<file path="src/rtl/sbb_profiler.sv">
// sbb_profiler: fully-associative table of short backward (loop-closing)
// branches with saturating taken counters, periodic decay, min-count
// replacement and a registered valid/ready candidate port.

// One table entry; owns its own next-state logic. Priority: clr > alloc > update.
module sbb_profiler_entry #(
  parameter int ADDR_W                = 32,
  parameter int CNT_W                 = 9,
  parameter int MAX_TAKEN_COUNT       = 256,
  parameter int TAKEN_COUNT_THRESHOLD = 20
) (
  input  logic              clk,
  input  logic              rst_n,
  input  logic              decay,
  input  logic              clr,
  input  logic              inc,
  input  logic              alloc,
  input  logic              ack,
  input  logic [ADDR_W-1:0] new_pc,
  input  logic [ADDR_W-1:0] new_target,
  output logic              valid,
  output logic              valid_nxt,
  output logic              pending,
  output logic              reported,
  output logic [ADDR_W-1:0] pc,
  output logic [ADDR_W-1:0] target,
  output logic [CNT_W-1:0]  cnt
);
  localparam logic [CNT_W-1:0] CMAX = CNT_W'(MAX_TAKEN_COUNT);
  localparam logic [CNT_W-1:0] THR  = CNT_W'(TAKEN_COUNT_THRESHOLD);

  logic [CNT_W-1:0]  d_cnt, i_cnt, cnt_n;
  logic              pend_n, rep_n;
  logic [ADDR_W-1:0] pc_n, tgt_n;

  // Next state: decay halves first, a same-cycle hit then adds one on top.
  always_comb begin
    d_cnt     = decay ? (cnt >> 1) : cnt;
    i_cnt     = (d_cnt >= CMAX) ? CMAX : d_cnt + CNT_W'(1);
    valid_nxt = valid;
    pend_n    = pending;
    rep_n     = reported;
    cnt_n     = cnt;
    pc_n      = pc;
    tgt_n     = target;
    if (clr) begin
      valid_nxt = 1'b0;
      pend_n    = 1'b0;
      rep_n     = 1'b0;
      cnt_n     = '0;
    end else if (alloc) begin
      valid_nxt = 1'b1;
      pc_n      = new_pc;
      tgt_n     = new_target;
      cnt_n     = CNT_W'(1);
      // allocation moves the count 0 -> 1, a crossing only when T is 1
      pend_n    = (TAKEN_COUNT_THRESHOLD == 1);
      rep_n     = 1'b0;
    end else if (valid) begin
      cnt_n = d_cnt;
      if (inc) begin
        cnt_n = i_cnt;
        if (d_cnt < THR && i_cnt >= THR && !reported) pend_n = 1'b1;
      end
      if (ack) begin
        pend_n = 1'b0;
        rep_n  = 1'b1;
      end
      // decayed to zero and nothing owed to the consumer: free the slot
      if (decay && !inc && d_cnt == '0 && !pending) valid_nxt = 1'b0;
    end
  end

  // Entry state registers.
  always_ff @(posedge clk or negedge rst_n) begin
    if (!rst_n) begin
      valid    <= 1'b0;
      pending  <= 1'b0;
      reported <= 1'b0;
      cnt      <= '0;
      pc       <= '0;
      target   <= '0;
    end else begin
      valid    <= valid_nxt;
      pending  <= pend_n;
      reported <= rep_n;
      cnt      <= cnt_n;
      pc       <= pc_n;
      target   <= tgt_n;
    end
  end
endmodule

module sbb_profiler #(
  parameter int NUM_ENTRIES           = 4,
  parameter int ADDR_W                = 32,
  parameter int OFFSET_W              = 20,
  parameter int SBB_MAX_OFFSET        = -32,
  parameter int MAX_TAKEN_COUNT       = 256,
  parameter int TAKEN_COUNT_THRESHOLD = 20,
  parameter int DECAY_PERIOD          = 1024
) (
  input  logic                               clk,
  input  logic                               rst_n,
  input  logic                               enable,
  input  logic                               br_valid,
  input  logic                               br_taken,
  input  logic [ADDR_W-1:0]                  br_pc,
  input  logic [OFFSET_W-1:0]                br_offset,
  input  logic                               clr_valid,
  input  logic [ADDR_W-1:0]                  clr_pc,
  output logic                               cand_valid,
  input  logic                               cand_ready,
  output logic [ADDR_W-1:0]                  cand_pc,
  output logic [ADDR_W-1:0]                  cand_target,
  output logic [$clog2(NUM_ENTRIES+1)-1:0]   occupancy,
  output logic [15:0]                        drop_count
);
  localparam int CNT_W = $clog2(MAX_TAKEN_COUNT+1);
  localparam int IDX_W = (NUM_ENTRIES > 1) ? $clog2(NUM_ENTRIES) : 1;
  localparam int OCC_W = $clog2(NUM_ENTRIES+1);
  localparam int DEC_W = $clog2(DECAY_PERIOD);
  localparam logic signed [OFFSET_W-1:0] MAX_OFF = OFFSET_W'(SBB_MAX_OFFSET);

  logic [NUM_ENTRIES-1:0]             e_valid, e_pend, e_rep, vnx;
  logic [NUM_ENTRIES-1:0]             m_br, m_clr, inc, alloc, ack, evictable;
  logic [NUM_ENTRIES-1:0][ADDR_W-1:0] e_pc, e_tgt;
  logic [NUM_ENTRIES-1:0][CNT_W-1:0]  e_cnt;

  logic              sbb, decay, any_hit, free_found, vic_found, nx_found;
  logic [IDX_W-1:0]  free_idx, vic_idx, nx_idx, cand_idx;
  logic [CNT_W-1:0]  vic_cnt;
  logic [NUM_ENTRIES-1:0] nx_mask;
  logic [ADDR_W-1:0] br_tgt;
  logic [DEC_W-1:0]  dec_cnt;
  logic [OCC_W-1:0]  occ_n;

  assign sbb     = enable && br_valid && br_taken && br_offset[OFFSET_W-1] &&
                   ($signed(br_offset) >= MAX_OFF);
  assign br_tgt  = br_pc + ADDR_W'($signed(br_offset));
  assign decay   = (dec_cnt == '1);
  assign any_hit = |m_br;

  for (genvar g = 0; g < NUM_ENTRIES; g++) begin : g_ent
    assign m_br[g]      = e_valid[g] && (e_pc[g] == br_pc);
    assign m_clr[g]     = clr_valid && e_valid[g] && (e_pc[g] == clr_pc);
    // a hit on an entry being cleared is swallowed, never reallocated
    assign inc[g]       = sbb && m_br[g] && !m_clr[g];
    assign evictable[g] = e_valid[g] && !e_pend[g] && !e_rep[g] && !m_clr[g];
    assign alloc[g]     = sbb && !any_hit &&
                          (free_found ? (free_idx == IDX_W'(g))
                                      : (vic_found && vic_idx == IDX_W'(g)));
    assign ack[g]       = cand_valid && cand_ready && (cand_idx == IDX_W'(g));

    sbb_profiler_entry #(
      .ADDR_W(ADDR_W), .CNT_W(CNT_W), .MAX_TAKEN_COUNT(MAX_TAKEN_COUNT),
      .TAKEN_COUNT_THRESHOLD(TAKEN_COUNT_THRESHOLD)
    ) u_ent (
      .clk(clk), .rst_n(rst_n), .decay(decay), .clr(m_clr[g]), .inc(inc[g]),
      .alloc(alloc[g]), .ack(ack[g]), .new_pc(br_pc), .new_target(br_tgt),
      .valid(e_valid[g]), .valid_nxt(vnx[g]), .pending(e_pend[g]),
      .reported(e_rep[g]), .pc(e_pc[g]), .target(e_tgt[g]), .cnt(e_cnt[g])
    );
  end

  // Slot choice: lowest free slot, else lowest-index minimum-count evictable.
  always_comb begin
    free_found = 1'b0;
    free_idx   = '0;
    vic_found  = 1'b0;
    vic_idx    = '0;
    vic_cnt    = '0;
    for (int i = 0; i < NUM_ENTRIES; i++) begin
      if (!e_valid[i] && !free_found) begin
        free_found = 1'b1;
        free_idx   = IDX_W'(i);
      end
      if (evictable[i] && (!vic_found || e_cnt[i] < vic_cnt)) begin
        vic_found = 1'b1;
        vic_idx   = IDX_W'(i);
        vic_cnt   = e_cnt[i];
      end
    end
  end

  // Next candidate: lowest pending entry, skipping the one being handed off or cleared.
  always_comb begin
    nx_mask = e_pend & ~m_clr;
    if (cand_valid) nx_mask[cand_idx] = 1'b0;
    nx_found = 1'b0;
    nx_idx   = '0;
    for (int i = 0; i < NUM_ENTRIES; i++) begin
      if (nx_mask[i] && !nx_found) begin
        nx_found = 1'b1;
        nx_idx   = IDX_W'(i);
      end
    end
  end

  // Valid-entry count of the table as it will look after this edge.
  always_comb begin
    occ_n = '0;
    for (int i = 0; i < NUM_ENTRIES; i++) occ_n = occ_n + OCC_W'(vnx[i]);
  end

  // Candidate port, decay timer, occupancy and drop counter.
  always_ff @(posedge clk or negedge rst_n) begin
    if (!rst_n) begin
      cand_valid  <= 1'b0;
      cand_idx    <= '0;
      cand_pc     <= '0;
      cand_target <= '0;
      dec_cnt     <= '0;
      occupancy   <= '0;
      drop_count  <= '0;
    end else begin
      dec_cnt   <= dec_cnt + DEC_W'(1);
      occupancy <= occ_n;
      if (sbb && !any_hit && !free_found && !vic_found && drop_count != 16'hFFFF)
        drop_count <= drop_count + 16'd1;
      if (cand_valid) begin
        // clearing the presented entry withdraws it; the next one waits a cycle
        if (m_clr[cand_idx]) begin
          cand_valid <= 1'b0;
        end else if (cand_ready) begin
          cand_valid <= nx_found;
          if (nx_found) begin
            cand_idx    <= nx_idx;
            cand_pc     <= e_pc[nx_idx];
            cand_target <= e_tgt[nx_idx];
          end
        end
      end else if (nx_found) begin
        cand_valid  <= 1'b1;
        cand_idx    <= nx_idx;
        cand_pc     <= e_pc[nx_idx];
        cand_target <= e_tgt[nx_idx];
      end
    end
  end
endmodule

</file>
<file path="config.mk">
export PLATFORM = sky130hd
export DESIGN_NAME = sbb_profiler
export DESIGN_NICKNAME = d
export VERILOG_FILES = /design/src/rtl/sbb_profiler.sv
export SDC_FILE = /design/constraint.sdc
export NUM_CORES = 1
export LEC_CHECK = 0
export ABC_CLOCK_PERIOD_IN_PS = 20900
export CAP_MARGIN = 20
export CORE_ASPECT_RATIO = 1.75
export CORE_MARGIN = 3
export CORE_UTILIZATION = 32
export CTS_CLUSTER_DIAMETER = 30
export DETAILED_ROUTE_END_ITERATION = 7
export SETUP_SLACK_MARGIN = 0.5
export SLEW_MARGIN = 25
export SYNTH_ARGS = -nofsm -noshare
export SYNTH_HDL_FRONTEND = slang
export SYNTH_SLANG_ARGS = --single-unit
</file>
<file path="constraint.sdc">
create_clock -name clk -period 20.9 [get_ports clk]
set_clock_uncertainty 0.15 [all_clocks]
set_input_delay 6.27 -clock clk [delete_from_list [all_inputs] [get_ports clk]]
set_output_delay 6.27 -clock clk [all_outputs]
set_load 0.05 [all_outputs]
</file>
==> results of run 1 <==
-- where the power goes --
group	internal, mW	leakage (nW)	switching, mW	total [mW]
combinational	0.0556	6.46	0.115	0.171
sequential	0.776	5.46	0.000284	0.776
clock	0.848	1.29	0.436	1.28
total	1.68	13.2	0.552	2.23
-- sequential cells by signal, summed over array words and instances (netlist names) --
| signal | flops |
|---|---|
| cand_idx | 2 |
| g_ent.u_ent.target | 128 |
| cand_valid | 1 |
| g_ent.u_ent.cnt | 36 |
| dec_cnt | 10 |
| occupancy | 3 |
| g_ent.u_ent.reported | 4 |
| drop_count | 16 |
| g_ent.u_ent.pending | 4 |
| g_ent.u_ent.pc | 128 |
| g_ent.u_ent.valid | 4 |
| cand_pc | 32 |
| cand_target | 32 |
-- path summary, 6_finish.rpt --
path | depth (start not counted) | startpoint | to
worst max-delay path | 33 | clr_pc[17] | g_ent[3].u_ent.pc[30]
worst min-delay path | 1 | dec_cnt[0] | dec_cnt[0]
worst max register to register | 32 | g_ent[0].u_ent.pc[5] | g_ent[3].u_ent.pc[30]
worst min register to register | 1 | dec_cnt[0] | dec_cnt[0]
max in group asynchronous | 4 | rst_n | cand_target[30]
min in group asynchronous | 1 | rst_n | g_ent[1].u_ent.pc[17]
-- worst max-delay path, delay by kind of cell --
family / cells / cell delay [ns]
xor gates and xnor gates: 1 / 0.62
muxes: 1 / 0.42
buffers and inverters: 2 / 1.32
and+or+nand+nor: 12 / 3.28
adders and majority gates: 3 / 0.83
AOI/OAI and AO/OA: 14 / 3.57
-- synth_stat cells (26+ instances only) --
library cell and number:
clkbuf_1 108, mux2i_1 208, o21ai_0 66, nor3_1 54, a21o_1 27, xor2_1 153, a31oi_1 26, inv_1 60
mux2_2 318, nand3_1 64, nor4_1 61, nand4_1 78, a21oi_1 83, dfrtp_1 400, nor2_1 129, ha_1 67
xnor2_1 185, nand2_1 151
-- per-layer routing --
layer,GRT usage [%],wire [µm],vias up
met5,0,0,-
met4,17.5,8920,0
met3,5.16,5560,297
met2,39.9,49200,766
met1,23.7,34700,10500
li1,-,-,9481
-- placed cells by master (no fill, tap or decap), drive strengths merged, types with 6 or more instances in the layout --
cell           count
a31oi             26
bufinv            13
a211oi            16
clkbuf            87
or3               10
nor2             129
dfrtp            400
clkinv            22
nor4b             12
a21oi             83
a21o              27
clkinvlp           7
inv               67
nand3b             6
a22oi              9
clkdlybuf4s50    173
nand4             78
and3              24
mux2             322
nand2            151
nor2b             12
o22ai             15
o31ai             11
ha                67
or4                9
nor4              62
xor2             153
nor3b             10
o21ai             67
o21a               9
and2              11
mux2i            208
nand2b            17
o211ai            15
buf               36
nand3             64
nor3              54
xnor2            185
-- layout make-up --
cell class / instances / area [µm²]
clock buffers: 87 / 1990
repair buffers: 209 / 2010
clock inverters: 48 / 679
well taps: 1042 / 1300
inverters: 61 / 229
multi-input cells: 1932 / 15200
flip-flops and latches: 400 / 10000
fillers: 7983 / 48800
diodes: 5 / 12.5
-- cell families (layout without fill, tap and decap cells) --
family / count (synthesis) / after routing / share of synthesized area (%)
compound gates: 330 / 330 / 8.23
mux: 530 / 530 / 22.0
buf+inv: 222 / 405 / 3.49
fa+ha+maj: 69 / 69 / 3.37
other cells: 0 / 5 / 0
xor+xnor: 338 / 338 / 11.4
flops: 400 / 400 / 38.4
simple gates: 665 / 665 / 13.1
==> summary.txt, run 1 <==
vias per inst - 5.55
vias in the first global route - 21.6k
run status - finished, final reports clean
WP data required - 21.27 ns
post-route ant nets - 0
slowest stage delay, CP - 0.78 ns
Cells after Synth - 2554
dpl cell area - 28700 µm²
Setup Fix Bufs, Post-CTS - 0
syn_nets - 2714
Root Driver - clkbuf_16
CP arrival - 16.43 ns
chip width - 222 µm
area grow syn2layout - 20.7%
CTS Buffer Depth - 3
#FFs+latches synth - 400
GR Overflow Total - 0
Skew-Pair Late Insertion Delay - 0.65 ns
Cell Area, Synth - 26000 µm²
WL final - 98400 µm
Yosys warnings - 0
CTS Buf Count - 74
Finish-stage setup viols - 0
first-pass GRT wire length - 145000 µm
die span in y - 383 µm
gpl congestion - 1.08
routed vias - 21.0k
DR WL/cell - 26.0 µm
Worst Setup End Kind - flip-flop
setup tns final - 0 ns
Hold Path Class - flip-flop to flip-flop
CP Launch Type - input port
Hold Slack - 0.333 ns
CP max FO - 61
largest net degree at the start of global routing - 98
nets@finish - 2838
Layout Cells excl Fill - 3784
top cell type's share of synthesized area - 38.4%
static leakage - 13.2 nW
R2R setup slack - 10.59 ns
PortBufs - 174
I/O pin count - 175
f_max - 62.3 MHz
crit path max-delay cell type - buf_4
clock sinks - 400
Overall Power - 2.23 mW
die area - 85000 µm²
core area - 80200 µm²
Worst Slack Setup Final - 4.84 ns
Initial Utilization - 32.5%
Tightest Pin Transition - 1.24 ns
unrepaired setup endpoints after global routing - false
Seq/Total Area, Yosys - 38.4%
H-tree Lvls - 3
largest area contributor in the netlist - dfrtp_1
DR iter-0 viols - 1316
largest cells by area after synthesis - dfrtp_1 38%, mux2_2 14%, mux2i_1 8.0%, xnor2_1 6.2%, xor2_1 5.1%
Post-synth EDFFs - 0
top_reg_cell synth - dfrtp_1
crit path time final - 16.06 ns
Remaining DRCs - 0
Max Cap Viol - 0
DR pass1 iterations - 5
Placement Setup Slack - 4.37 ns
CTS tree - yes
hold_buf cts - 0
Placed Cells - 3644
Clock transition at path regs - 0.05 ns
CP Class - input port to flip-flop
Cell Pwr Density - 71.0 nW/µm²
Tcrit/Tclk final - 76.8%
FFs w/ async S/R, synth - 100%
Max Slew Vio Count - 0
design area - 31400 µm²
initial antenna violation count - 5
fin util - 39.2%
post-cts sizing count - 0
Netlist cell types - 74
worst vdd ir - 0.0000871 V
Hold Fails Final Rpt - 0
fraction of layout cells with a size suffix above 1 - 18.6%
GR Util All Layers - 22.8%
Rows - 137
mean area per synthesized cell - 10.2 µm²
dpl hpwl - 73700 µm
Slew HR - 16.2%
Note: power is estimated with default switching activity, not from simulation.
==> run 2, diff against run 1 <==
--- a/config.mk
+++ b/config.mk
@@ -5,7 +5,7 @@
 export SDC_FILE = /design/constraint.sdc
 export NUM_CORES = 1
 export LEC_CHECK = 0
-export ABC_CLOCK_PERIOD_IN_PS = 20900
+export ABC_CLOCK_PERIOD_IN_PS = 15700
 export CAP_MARGIN = 20
 export CORE_ASPECT_RATIO = 1.75
 export CORE_MARGIN = 3
==> constraint.sdc (replaced) <==
create_clock -name clk -period 15.7 [get_ports clk]
set_clock_uncertainty 0.15 [all_clocks]
set_input_delay 4.71 -clock clk [delete_from_list [all_inputs] [get_ports clk]]
set_output_delay 4.71 -clock clk [all_outputs]
set_load 0.05 [all_outputs]
==> summary.txt, run 2 (synthesis gave the netlist of run 1 again) <==
f_max - 73.6 MHz
Root Driver - clkbuf_16
reg2reg start - g_ent[0].u_ent.pc[17]
area grow syn2layout - 22.1%
die span in y - 383 µm
Rows - 137
largest net degree at the start of global routing - 147
worst vdd ir - 0.0000810 V
fin util - 39.6%
gpl congestion - 1.08
routed vias - 21.2k
Setup Fix Bufs, Post-CTS - 0
WP data required - 16.09 ns
most common cell type on the critical path - ha_1
DR WL/cell - 26.1 µm
I/O pin count - 175
dpl hpwl - 72900 µm
setup tns final - 0 ns
Clock transition at path regs - 0.05 ns
chip width - 222 µm
fraction of layout cells with a size suffix above 1 - 19.3%
CTS tree - yes
CP max FO - 19
CTS Buffer Depth - 3
GR Overflow Total - 0
core area - 80200 µm²
Max Slew Vio Count - 0
most common cell after layout, fill and taps aside - dfrtp_1
Worst Setup End Kind - flip-flop
most frequent cells in the layout - 400 x dfrtp_1, 318 x mux2_2, 208 x mux2i_1
CP Launch Type - input port
Hold Fails Final Rpt - 0
Finish-stage setup viols - 0
hold wc startpoint - drop_count[6]
Overall Power - 3.08 mW
nets@finish - 2850
post-route ant nets - 0
hold_buf cts - 0
unrepaired setup endpoints after global routing - false
run status - finished, final reports clean
CP Class - input port to flip-flop
Remaining DRCs - 0
vias in the first global route - 21.9k
Max Cap Viol - 0
CTS Buf Count - 80
initial antenna violation count - 10
Setup crit start - clr_pc[17]
die area - 85000 µm²
number of fill cells in the layout - 7942
DR pass1 iterations - 5
crit path time final - 13.59 ns
first-pass GRT wire length - 146000 µm
slowest stage delay, CP - 0.65 ns
Tcrit/Tclk final - 86.6%
clock sinks - 400
Cell Pwr Density - 96.9 nW/µm²
Top Registers - g_ent.u_ent.pc (128), g_ent.u_ent.target (128), g_ent.u_ent.cnt (36)
Slew HR - 22.3%
crit path max-delay cell type - xnor2_1
Skew-Pair Late Insertion Delay - 0.67 ns
GR Util All Layers - 23.1%
CP arrival - 13.99 ns
PortBufs - 174
WL final - 99400 µm
Initial Utilization - 32.5%
vias per inst - 5.56
DR iter-0 viols - 1433
Tightest Pin Transition - 1.15 ns
Hold Path Class - flip-flop to flip-flop
post-cts sizing count - 0
static leakage - 13.4 nW
H-tree Lvls - 3
-- run 2: worst paths after layout --
kind / slack (ns) / cells after the start / to
max: 2.11 / 35 / occupancy[1]
min: 0.33 / 1 / drop_count[6]
max reg2reg: 6.33 / 34 / occupancy[1]
min reg2reg: 0.33 / 1 / drop_count[6]
max in group asynchronous: 9.55 / 3 / g_ent[0].u_ent.target[18]
min in group asynchronous: 3.85 / 1 / g_ent[3].u_ent.pc[17]
-- run 2: area by class of cell --
type	instances	area [µm²]	share of cell area [%]
multi-input combinational	1932	15200	47.8
clock buffer	90	2100	6.60
antenna	6	15.0	0.0472
sequential	400	10000	31.5
inverter	61	229	0.720
clock inverter	58	802	2.52
timing repair buffer	215	2130	6.71
tap	1042	1300	4.10
-- run 2: metrics by stage --
step           instances  cell area (µm²)  hold slack (ns)  worst slack (ns)
2_1_floorplan       2554            26000            0.294              2.68
3_3_place_gp        3648            28800            0.322              1.45
3_5_place_dp        3649            28800            0.329              1.38
4_1_cts             3797            31800            0.334              2.07
5_1_grt             3799            31800            0.348              1.42
6_report            3804            31800            0.334              2.11
-- run 2: where the power goes --
group / leakage (nW) / internal, mW / switching [mW]
Sequential: 5.46 / 1.03 / 0.000381
Clock: 1.38 / 1.16 / 0.659
Combinational: 6.52 / 0.0755 / 0.155
-- run 2: critical path, delay by kind of cell --
family                   cells  cell delay [ns]
AO/OA/AOI/OAI               16             3.78
XOR/XNOR                     1             0.65
adder cells (fa/ha/maj)      6             1.81
buffers and inverters        1             0.54
AND/OR/NAND/NOR             11             2.47
-- run 2: layer usage --
layer / GRT usage [%] / wire length [µm] / share of wire (%) / vias up
li1: - / - / - / 9516
met2: 40.4 / 49500 / 50 / 703
met4: 17.2 / 8520 / 8.6 / 6
met3: 5.83 / 6280 / 6.3 / 294
met1: 23.9 / 35100 / 35 / 10600
met5: 0 / 32 / 0.032 / -
==> run 3, diff against run 2 <==
--- a/config.mk
+++ b/config.mk
@@ -5,14 +5,13 @@
 export SDC_FILE = /design/constraint.sdc
 export NUM_CORES = 1
 export LEC_CHECK = 0
-export ABC_CLOCK_PERIOD_IN_PS = 15700
+export ABC_CLOCK_PERIOD_IN_PS = 16500
 export CAP_MARGIN = 20
-export CORE_ASPECT_RATIO = 1.75
 export CORE_MARGIN = 3
 export CORE_UTILIZATION = 32
 export CTS_CLUSTER_DIAMETER = 30
 export DETAILED_ROUTE_END_ITERATION = 7
-export SETUP_SLACK_MARGIN = 0.5
+export SETUP_SLACK_MARGIN = 0.02
 export SLEW_MARGIN = 25
 export SYNTH_ARGS = -nofsm -noshare
 export SYNTH_HDL_FRONTEND = slang
==> constraint.sdc (replaced) <==
create_clock -name clk -period 16.5 [get_ports clk]
set_clock_uncertainty 0.15 [all_clocks]
set_input_delay 4.95 -clock clk [delete_from_list [all_inputs] [get_ports clk]]
set_output_delay 4.95 -clock clk [all_outputs]
set_load 0.05 [all_outputs]
==> summary.txt, run 3 (synthesis gave the netlist of run 1 again) <==
run status - finished, final reports clean
post-route ant nets - 0
busiest grt layer - met2
CP max FO - 46
setup tns final - 0 ns
Hold Slack - 0.333 ns
Rows - 103
CP Class - input port to flip-flop
Max Slew Vio Count - 0
Finish-stage setup viols - 0
Remaining DRCs - 0
hold_buf cts - 0
post-cts sizing count - 0
Hold Fails Final Rpt - 0
core area - 79800 µm²
WL final - 90600 µm
most common cell after layout, fill and taps aside - dfrtp_1
die span in y - 291 µm
nets@finish - 2860
worst vdd ir - 0.0000886 V
H-tree Lvls - 3
Hold Path Class - flip-flop to flip-flop
Overall Power - 3.28 mW
first-pass GRT wire length - 135000 µm
Worst Slack Setup Final - 2.06 ns
most frequent cells in the layout - 400 x dfrtp_1, 318 x mux2_2, 208 x mux2i_1
CTS Buffer Depth - 3
largest net degree at the start of global routing - 149
Skew-Pair Late Insertion Delay - 0.66 ns
clock sinks - 400
CTS Buf Count - 99
Setup Fix Bufs, Post-CTS - 0
Initial Utilization - 32.6%
Slew HR - 33.2%
dpl hpwl - 65500 µm
Placement Setup Slack - 1.60 ns
fraction of layout cells with a size suffix above 1 - 20.2%
chip width - 291 µm
Tightest Pin Transition - 0.993 ns
Worst path top cell family by delay - compound AO/OA/AOI/OAI gates
DR pass1 iterations - 6
CP arrival - 14.77 ns
Cell Pwr Density - 101 nW/µm²
CTS tree - yes
Top Registers - g_ent.u_ent.pc (128), g_ent.u_ent.target (128), g_ent.u_ent.cnt (36)
vias per inst - 5.47
crit path max-delay cell type - nor2_1
met1 Track Usage GR - 28.1%
DR iter-0 viols - 1741
Worst Setup End Kind - flip-flop
f_max - 69.3 MHz
Root Driver - clkbuf_16
initial antenna violation count - 5
I/O pin count - 175
vias in the first global route - 20.8k
Tcrit/Tclk final - 87.5%
unrepaired setup endpoints after global routing - false
GR Util All Layers - 20.8%
static leakage - 13.7 nW
CP Launch Type - input port
DR WL/cell - 23.6 µm
crit path time final - 14.44 ns
GR Overflow Total - 0
number of fill cells in the layout - 7674
PortBufs - 174
CP Buf/Inv Count - 3
Layout Cells excl Fill - 3838
routed vias - 21.0k
Clock transition at path regs - 0.05 ns
Max Cap Viol - 0
slowest stage delay, CP - 0.76 ns
GR met3 Demand/Resource - 3.92%
Placed Cells - 3646
met2 Usage GRT - 33.0%
die area - 84800 µm²
WP data required - 16.83 ns
gpl congestion - 1.00
area grow syn2layout - 24.9%
run 3: cell count changes in the layout (fill, tap and decap cells not counted), moves of 5 or more:
cell | before | now
buf_4 | 34 | 25
clkbuf_16 | 80 | 99
clkinv_2 | 6 | 12
diode_2 | 6 | 1
inv_8 | 0 | 5
run 3: metrics by stage:
step,area [µm²],util [%]
final,32500,40.8
after CTS,32500,40.7
after floorplan,26000,-
after global routing,32500,40.8
after detailed placement,28800,36.1
after global placement,28700,36.0
run 3: worst paths after layout:
path	cells past startpoint	startpoint	slack, ns	endpoint
worst max-delay path	36	clr_pc[0]	2.06	g_ent[3].u_ent.pc[16]
max in group asynchronous	3	rst_n	10.26	g_ent[3].u_ent.target[11]
worst max register to register	35	g_ent[0].u_ent.valid	6.50	g_ent[3].u_ent.pc[16]
worst min register to register	1	drop_count[6]	0.33	drop_count[6]
min in group asynchronous	1	rst_n	4.03	g_ent[0].u_ent.pc[15]
worst min-delay path	1	drop_count[6]	0.33	drop_count[6]
run 3: final cells by class:
cell class	instances	area, µm²	area share [%]
multi-input combinational	1932	15200	46.7
timing repair buffer	206	2100	6.44
clock inverter	75	1040	3.21
clock buffer	113	2630	8.09
inverter	61	229	0.704
sequential	400	10000	30.8
tap	1050	1310	4.04
antenna	1	2.50	0.00769
run 3: per-layer routing:
layer | vias to the layer above | part of all wire [%] | routed length, µm
li1 | 9554 | - | -
met4 | 4 | 4.0 | 3620
met5 | - | 0.025 | 23
met1 | 10500 | 44 | 40000
met2 | 743 | 46 | 41300
met3 | 206 | 6.3 | 5700
run 3: report_power, final:
part	internal (mW)	total, mW	switching (mW)
Sequential	0.984	0.984	0.000334
Combinational	0.0707	0.207	0.137
Clock	1.39	2.09	0.696
Total	2.45	3.28	0.833
